==> config.mk <==
export PLATFORM = sky130hd
export DESIGN_NAME = led_scan_driver_flat
export DESIGN_NICKNAME = d
export VERILOG_FILES = /design/src/rtl/led_pkg.sv /design/src/rtl/led_scan_driver_if.sv /design/src/rtl/led_row_fetch.sv /design/src/rtl/led_scan_driver.sv /design/src/flat_wrapper.sv
export SDC_FILE = /design/constraint.sdc
export NUM_CORES = 1
export LEC_CHECK = 0
export ABC_AREA = 1
export BUFFER_PORTS_ARGS = -buffer_cell sky130_fd_sc_hd__buf_4
export CELL_PAD_IN_SITES_DETAIL_PLACEMENT = 2
export CELL_PAD_IN_SITES_GLOBAL_PLACEMENT = 2
export CORE_MARGIN = 5
export CORE_UTILIZATION = 34
export CTS_CLUSTER_SIZE = 40
export DETAILED_ROUTE_END_ITERATION = 8
export MAX_ROUTING_LAYER = met4
export PLACE_DENSITY = 0.8
export REMOVE_ABC_BUFFERS = 1
export SYNTH_ARGS = -nofsm -noshare
export SYNTH_HDL_FRONTEND = slang
export SYNTH_SLANG_ARGS = --single-unit
export TNS_END_PERCENT = 50
==> constraint.sdc <==
create_clock -name clk -period 2.22 [get_ports clk]
set_input_delay 0.222 -clock clk [delete_from_list [all_inputs] [get_ports clk]]
set_output_delay 0.222 -clock clk [all_outputs]
set_load 0.005 [all_outputs]
==> src/rtl/led_pkg.sv <==
`default_nettype none
// ============================================================================
// led_pkg : shared types, pixel layout and decode helper for the LED scan path
// Revision : 1.0
// ============================================================================
package led_pkg;

  typedef enum logic [1:0] {
    IDLE    = 2'd0,
    PRIME   = 2'd1,
    BLANK   = 2'd2,
    DISPLAY = 2'd3
  } led_state_e;

  localparam int PIX_STORED = 3;
  localparam int PIX_G      = 2;
  localparam int PIX_R      = 1;
  localparam int LED_ADDR_W = 8;
  localparam int LED_DATA_W = 4;

  // Bit 0 of the pixel word carries nothing, so only [3:1] is passed in.
  // Returns {lit_g, lit_r}.
  function automatic logic [1:0] pix_decode(input logic [LED_DATA_W-1:1] d);
    return {d[PIX_STORED] & d[PIX_G], d[PIX_STORED] & d[PIX_R]};
  endfunction

endpackage
`default_nettype wire

==> src/rtl/led_scan_driver_if.sv <==
`default_nettype none
// ============================================================================
// led_scan_driver_if : frame-RAM read port plus LED matrix drive signals
// Revision : 1.0
// ============================================================================
interface led_scan_driver_if
  import led_pkg::*;
#(
  parameter int ROWS = 8,
  parameter int COLS = 8
) ();

  logic                  en;
  logic [LED_ADDR_W-1:0] rd_addr_row;
  logic [LED_ADDR_W-1:0] rd_addr_col;
  logic [LED_DATA_W-1:0] rd_data;
  logic [ROWS-1:0]       row_sel;
  logic [COLS-1:0]       col_r;
  logic [COLS-1:0]       col_g;
  logic                  frame_start;

  modport master (
    input  en, rd_data,
    output rd_addr_row, rd_addr_col, row_sel, col_r, col_g, frame_start
  );

  modport slave (
    output en, rd_data,
    input  rd_addr_row, rd_addr_col, row_sel, col_r, col_g, frame_start
  );

endinterface
`default_nettype wire

==> src/rtl/led_row_fetch.sv <==
`default_nettype none
// ============================================================================
// led_row_fetch : reads one row from the frame RAM into a decoded shadow buffer
// Revision : 1.0
// ============================================================================
module led_row_fetch
  import led_pkg::*;
#(
  parameter int COLS   = 8,
  parameter int RD_LAT = 1
) (
  input  logic                  clk,
  input  logic                  rst,
  input  logic                  clr_i,
  input  logic                  start_i,
  input  logic [LED_ADDR_W-1:0] row_i,
  input  logic [LED_DATA_W-1:0] rd_data_i,
  output logic [LED_ADDR_W-1:0] rd_addr_row_o,
  output logic [LED_ADDR_W-1:0] rd_addr_col_o,
  output logic [COLS-1:0]       shadow_r_o,
  output logic [COLS-1:0]       shadow_g_o,
  output logic                  done_o
);

  localparam int WIN = COLS + RD_LAT;
  localparam int CW  = (WIN > 1) ? $clog2(WIN) : 1;

  logic [CW-1:0]         cnt_q,    cnt_d;
  logic                  active_q, active_d;
  logic [LED_ADDR_W-1:0] row_q,    row_d;
  logic [LED_ADDR_W-1:0] col_q,    col_d;
  logic [COLS-1:0]       sh_r_q,   sh_r_d;
  logic [COLS-1:0]       sh_g_q,   sh_g_d;
  logic [1:0]            pix;
  logic                  unused_lsb;

  assign pix        = pix_decode(rd_data_i[LED_DATA_W-1:1]);
  assign unused_lsb = rd_data_i[0];

  always_comb begin
    cnt_d    = cnt_q;
    active_d = active_q;
    row_d    = row_q;
    col_d    = col_q;
    sh_r_d   = sh_r_q;
    sh_g_d   = sh_g_q;
    if (clr_i) begin
      cnt_d    = '0;
      active_d = 1'b0;
      row_d    = '0;
      col_d    = '0;
      sh_r_d   = '0;
      sh_g_d   = '0;
    end else if (start_i) begin
      cnt_d    = '0;
      active_d = 1'b1;
      row_d    = row_i;
      col_d    = '0;
    end else if (active_q) begin
      if (cnt_q < CW'(COLS - 1)) begin
        col_d = LED_ADDR_W'(cnt_q) + LED_ADDR_W'(1);
      end
      // Data seen now belongs to the address issued RD_LAT cycles ago;
      // shifting in from the top leaves column 0 at bit 0.
      if (cnt_q >= CW'(RD_LAT)) begin
        sh_r_d = {pix[0], sh_r_q[COLS-1:1]};
        sh_g_d = {pix[1], sh_g_q[COLS-1:1]};
      end
      if (cnt_q == CW'(WIN - 1)) begin
        cnt_d    = '0;
        active_d = 1'b0;
      end else begin
        cnt_d = cnt_q + CW'(1);
      end
    end
  end

  always_ff @(posedge clk or posedge rst) begin
    if (rst) begin
      cnt_q    <= '0;
      active_q <= 1'b0;
      row_q    <= '0;
      col_q    <= '0;
      sh_r_q   <= '0;
      sh_g_q   <= '0;
    end else begin
      cnt_q    <= cnt_d;
      active_q <= active_d;
      row_q    <= row_d;
      col_q    <= col_d;
      sh_r_q   <= sh_r_d;
      sh_g_q   <= sh_g_d;
    end
  end

  assign rd_addr_row_o = row_q;
  assign rd_addr_col_o = col_q;
  assign shadow_r_o    = sh_r_q;
  assign shadow_g_o    = sh_g_q;
  assign done_o        = active_q && (cnt_q == CW'(WIN - 1));

endmodule
`default_nettype wire

==> src/rtl/led_scan_driver.sv <==
`default_nettype none
// ============================================================================
// led_scan_driver : double-buffered row scanner for an RxC red/green LED matrix
// Revision : 1.0
// ============================================================================
module led_scan_driver
  import led_pkg::*;
#(
  parameter int ROWS   = 8,
  parameter int COLS   = 8,
  parameter int DWELL  = 1000,
  parameter int BLANK  = 4,
  parameter int RD_LAT = 1
) (
  input  logic               clk,
  input  logic               rst,
  led_scan_driver_if.master  bus
);

  localparam int RW = (ROWS  > 1) ? $clog2(ROWS)  : 1;
  localparam int DW = (DWELL > 1) ? $clog2(DWELL) : 1;
  localparam int BW = (BLANK > 1) ? $clog2(BLANK) : 1;

  if (DWELL < COLS + RD_LAT + 1) begin : g_dwell_check
    $error("DWELL must cover a full row fetch (COLS+RD_LAT+1)");
  end
  if (BLANK < 1) begin : g_blank_check
    $error("BLANK must be at least 1");
  end

  led_state_e      state_q,   state_d;
  logic [RW-1:0]   row_q,     row_d;
  logic [DW-1:0]   dwell_q,   dwell_d;
  logic [BW-1:0]   blank_q,   blank_d;
  logic [ROWS-1:0] row_sel_q, row_sel_d;
  logic [COLS-1:0] col_r_q,   col_r_d;
  logic [COLS-1:0] col_g_q,   col_g_d;
  logic            fs_q,      fs_d;

  logic                  fetch_clr;
  logic                  fetch_start;
  logic [LED_ADDR_W-1:0] fetch_row;
  logic                  fetch_done;
  logic [COLS-1:0]       shadow_r;
  logic [COLS-1:0]       shadow_g;
  logic [RW-1:0]         row_next;

  assign row_next = (row_q == RW'(ROWS - 1)) ? '0 : row_q + RW'(1);

  led_row_fetch #(
    .COLS   (COLS),
    .RD_LAT (RD_LAT)
  ) u_fetch (
    .clk           (clk),
    .rst           (rst),
    .clr_i         (fetch_clr),
    .start_i       (fetch_start),
    .row_i         (fetch_row),
    .rd_data_i     (bus.rd_data),
    .rd_addr_row_o (bus.rd_addr_row),
    .rd_addr_col_o (bus.rd_addr_col),
    .shadow_r_o    (shadow_r),
    .shadow_g_o    (shadow_g),
    .done_o        (fetch_done)
  );

  always_comb begin
    state_d     = state_q;
    row_d       = row_q;
    dwell_d     = dwell_q;
    blank_d     = blank_q;
    row_sel_d   = row_sel_q;
    col_r_d     = col_r_q;
    col_g_d     = col_g_q;
    fs_d        = 1'b0;
    fetch_clr   = 1'b0;
    fetch_start = 1'b0;
    fetch_row   = LED_ADDR_W'(row_next);
    if (!bus.en) begin
      state_d   = led_pkg::IDLE;
      row_d     = '0;
      dwell_d   = '0;
      blank_d   = '0;
      row_sel_d = '0;
      col_r_d   = '0;
      col_g_d   = '0;
      fetch_clr = 1'b1;
    end else begin
      case (state_q)
        led_pkg::IDLE: begin
          state_d     = led_pkg::PRIME;
          row_d       = '0;
          fetch_start = 1'b1;
          fetch_row   = '0;
        end
        led_pkg::PRIME: begin
          if (fetch_done) begin
            state_d = led_pkg::BLANK;
            blank_d = '0;
          end
        end
        led_pkg::BLANK: begin
          if (blank_q == BW'(BLANK - 1)) begin
            // Load the lit row and start prefetching the following one.
            state_d     = led_pkg::DISPLAY;
            blank_d     = '0;
            dwell_d     = '0;
            row_sel_d   = ROWS'(1) << row_q;
            col_r_d     = shadow_r;
            col_g_d     = shadow_g;
            fs_d        = (row_q == '0);
            fetch_start = 1'b1;
          end else begin
            blank_d = blank_q + BW'(1);
          end
        end
        led_pkg::DISPLAY: begin
          if (dwell_q == DW'(DWELL - 1)) begin
            state_d   = led_pkg::BLANK;
            dwell_d   = '0;
            row_d     = row_next;
            row_sel_d = '0;
            col_r_d   = '0;
            col_g_d   = '0;
          end else begin
            dwell_d = dwell_q + DW'(1);
          end
        end
        default: state_d = led_pkg::IDLE;
      endcase
    end
  end

  always_ff @(posedge clk or posedge rst) begin
    if (rst) begin
      state_q   <= led_pkg::IDLE;
      row_q     <= '0;
      dwell_q   <= '0;
      blank_q   <= '0;
      row_sel_q <= '0;
      col_r_q   <= '0;
      col_g_q   <= '0;
      fs_q      <= 1'b0;
    end else begin
      state_q   <= state_d;
      row_q     <= row_d;
      dwell_q   <= dwell_d;
      blank_q   <= blank_d;
      row_sel_q <= row_sel_d;
      col_r_q   <= col_r_d;
      col_g_q   <= col_g_d;
      fs_q      <= fs_d;
    end
  end

  assign bus.row_sel     = row_sel_q;
  assign bus.col_r       = col_r_q;
  assign bus.col_g       = col_g_q;
  assign bus.frame_start = fs_q;

endmodule
`default_nettype wire

==> src/flat_wrapper.sv <==
// flat-port wrapper written by rule: the top's interface ports become plain ports
module led_scan_driver_flat import led_pkg::*;
#(
  parameter int ROWS   = 8,
  parameter int COLS   = 8,
  parameter int DWELL  = 1000,
  parameter int BLANK  = 4,
  parameter int RD_LAT = 1
)
  (clk, rst, bus_en, bus_rd_data, bus_rd_addr_row, bus_rd_addr_col, bus_row_sel, bus_col_r, bus_col_g, bus_frame_start);
  led_scan_driver_if #(.ROWS(ROWS), .COLS(COLS)) bus_i ();
  input  logic clk;
  input  logic rst;
  input wire logic [$bits(bus_i.en)-1:0] bus_en;
  input wire logic [$bits(bus_i.rd_data)-1:0] bus_rd_data;
  output wire logic [$bits(bus_i.rd_addr_row)-1:0] bus_rd_addr_row;
  output wire logic [$bits(bus_i.rd_addr_col)-1:0] bus_rd_addr_col;
  output wire logic [$bits(bus_i.row_sel)-1:0] bus_row_sel;
  output wire logic [$bits(bus_i.col_r)-1:0] bus_col_r;
  output wire logic [$bits(bus_i.col_g)-1:0] bus_col_g;
  output wire logic [$bits(bus_i.frame_start)-1:0] bus_frame_start;
  assign bus_i.en = bus_en;
  assign bus_i.rd_data = bus_rd_data;
  assign bus_rd_addr_row = bus_i.rd_addr_row;
  assign bus_rd_addr_col = bus_i.rd_addr_col;
  assign bus_row_sel = bus_i.row_sel;
  assign bus_col_r = bus_i.col_r;
  assign bus_col_g = bus_i.col_g;
  assign bus_frame_start = bus_i.frame_start;
  led_scan_driver #(.ROWS(ROWS), .COLS(COLS), .DWELL(DWELL), .BLANK(BLANK), .RD_LAT(RD_LAT)) u_core (.clk(clk), .rst(rst), .bus(bus_i));
endmodule
==> metrics.txt <==
pre-CTS WS around 0.5 ns; Flop pwr share between 40% and 50%; CP Capture Type register; outcome finished, final reports clean; initial antenna violation count 0; Setup TNS 0 ns; WP data arrival between 1.5 and 2 ns; Hold Buf Count CTS 1; Worst Setup SP u_core.blank_q[0]$_DFFE_PP0P_; Syn Std Cell Area 0.00350 mm^2; critical path type reg2reg; Initial Utilization 34.3%; CTS tree yes; Comb pwr share 23.6%; Switching Share 36.6%; Synth top area share about half; worst vdd ir 297 uV; clock network fraction of design power 28.6%; fillers 1206; residual DRC count 0; cells after synthesis 411; share of cells above drive strength 1 roughly 16%; Synth area leader dfrtp_1; M1 GR Usage roughly a fifth; M2 GR Usage 27.4%; DIE AREA 0.0124 mm^2; final core utilization 39.6%; core footprint 0.0102 mm^2; H-tree levels 3; later-pin clock latency in the skew report 0.35 ns; Pins Over Slew Limit 0; Clock Pin Slew Worst Setup and Hold Paths 0.07 ns; min-delay src bus_rd_data[1]; chip width 111 um; # resized after CTS 0; commonest non-fill, non-tap cell in the layout nand2_1; Synth cell types 30; Main synth FF type dfrtp_1; RSZ-0062 raised after global routing false; final cycle utilization of the critical path 76.3%; first-pass GRT wire length 16000 um; Final ANT Viol Nets 0; CP required 2.47 ns; row cnt 37; register area share after synthesis 50.8%; Final Critical Period 1.69 ns; FFs w/ async S/R, synth 100%; most frequent cells in the layout 121 x nand2_1, 71 x dfrtp_1, 53 x o21ai_0; final setup fails 0; syn_area_per_cell 8.51 um^2; synth warn 0; # Max-Cap Violations 0; FMAX around 590 MHz; CTS root buffer clkbuf_8; leakage around 0.0019 uW; Setup WS post-layout 0.526 ns; GPL Wtd Cong ~0.77; Final Hold Fails 0; fin nets 468; grt ovf 0; Synth-to-Final Area Change 15.2%; Num CTS Buffers 9; drt total wl 9100 um; flop and latch count out of synthesis 71; GR Util met3 2.88%; drt pass-1 iters 4; hold crit path type in2reg; vias in the first global route 3147; CTS max path bufs 2; hold path cells 3; largest net degree at the start of global routing 72; # port buffers 38; Post-synth EDFFs 0; DR iter-0 viols 77; routed vias 2916; Reg2Reg Depth 8; Worst Hold Slack 0.176 ns; pwr dens 786 mW/mm^2; routed wire length per instance 15.4 um; die height 111 um; post-DR vias/cell 4.94; CP max FO 51; DP HPWL 6430 um; GRT Max-Usage Layer met2; Worst R2R Start u_core.blank_q[0]$_DFFE_PP0P_; diode count 0; clock sinks 71; Clock Skews 0.0116 ns; Psw roughly 1200 uW; Int Pwr 2010 uW; Setup Buffers After CTS 0; Top Ports 48; top cells by area, synth dfrtp_1 51%, nand2_1 13%, o21ai_0 7.6%; Setup crit start kind register; GRT Resource Usage Total 16.2%
final timing paths:
kind	end	slack, ns
worst min register to register	u_core.u_fetch.rd_addr_col_o[0]$_DFFE_PP0P_	0.48
max in group asynchronous	u_core.dwell_q[3]$_DFFE_PP0P_	1.40
worst max-delay path	u_core.bus.col_g[0]$_DFFE_PP0P_	0.53
worst max register to register	u_core.bus.col_g[0]$_DFFE_PP0P_	0.53
worst min-delay path	u_core.u_fetch.shadow_r_o[7]$_DFFE_PP0P_	0.18
min in group asynchronous	u_core.u_fetch.shadow_g_o[5]$_DFFE_PP0P_	0.49
metal layers:
metal  wire (um)  part of all wire [%]
met4         108                   1.2
met5           0                     0
met3         212                   2.3
met2        4690                    52
met1        4090                    45
power by group through the flow:
stage	logic (uW)	clock network, uW	registers [uW]
global route	864	1010	1530
floorplan	482	0	1510
finish	748	907	1510
detailed placement	768	0	1540
CTS	773	944	1510
global placement	724	0	1530
per-stage QoR:
stage | total power (uW) | std cells | instance area (um^2)
after floorplan | 1990 | 396 | 3360
after global placement | 2250 | 574 | 3860
after detailed placement | 2300 | 574 | 3860
after global routing | 3400 | 590 | 4030
final | 3170 | 590 | 4030
after CTS | 3230 | 590 | 4030
final cells by class:
class | count | area (um^2) | share of cell area [%]
inverter | 34 | 138 | 3.42
timing repair buffer | 43 | 338 | 8.39
tap | 136 | 170 | 4.22
clock buffer | 9 | 124 | 3.07
multi-input combinational | 291 | 1440 | 35.8
sequential | 71 | 1780 | 44.1
clock inverter | 6 | 38.8 | 0.963
critical path, stage by stage, from the launching register on:
cell and delay (ns):
dfrtp_1 0.40, ha_1 0.24, nor2_1 0.17, nand2_2 0.11, nand2_4 0.14, inv_6 0.07
nand2_8 0.25, nand2_1 0.10, o21ai_0 0.11
flip-flops by register name, summed over array words and instances, names as in the netlist:
register	cells
u_core.dwell_q	10
u_core.bus.col_r	8
u_core.u_fetch.rd_addr_col_o	5
u_core.u_fetch.rd_addr_row_o	3
u_core.u_fetch.shadow_g_o	8
u_core.bus.col_g	8
u_core.row_q	3
u_core.u_fetch.cnt_q	4
u_core.blank_q	2
u_core.u_fetch.active_q	1
u_core.bus.row_sel	8
u_core.state_q	2
u_core.u_fetch.shadow_r_o	8
u_core.bus.frame_start	1
cells by family (layout without fill, tap and decap cells):
family | Yosys count | after routing | share of synthesized area, %
AOI/OAI and AO/OA | 72 | 72 | 11.4
other | 1 | 8 | 0.107
adders and majority gates | 11 | 11 | 3.94
and+or+nand+nor | 200 | 200 | 25.0
DFF | 71 | 71 | 50.8
buffers and inverters | 56 | 92 | 8.66
Yosys cell counts, types with 2 or more instances:
cell type  instances
buf_6              6
buf_2              3
inv_2              2
o21ai_1            4
nand3_1           37
inv_1             30
nand2_4            3
clkbuf_1           4
ha_1              11
nor2_1            29
o21ai_0           53
a21oi_1            5
dfrtp_1           71
o31ai_1            4
buf_4              9
nand2_1          121
nand4_1            5
inv_6              2
Power figures use the tool's default switching activity.
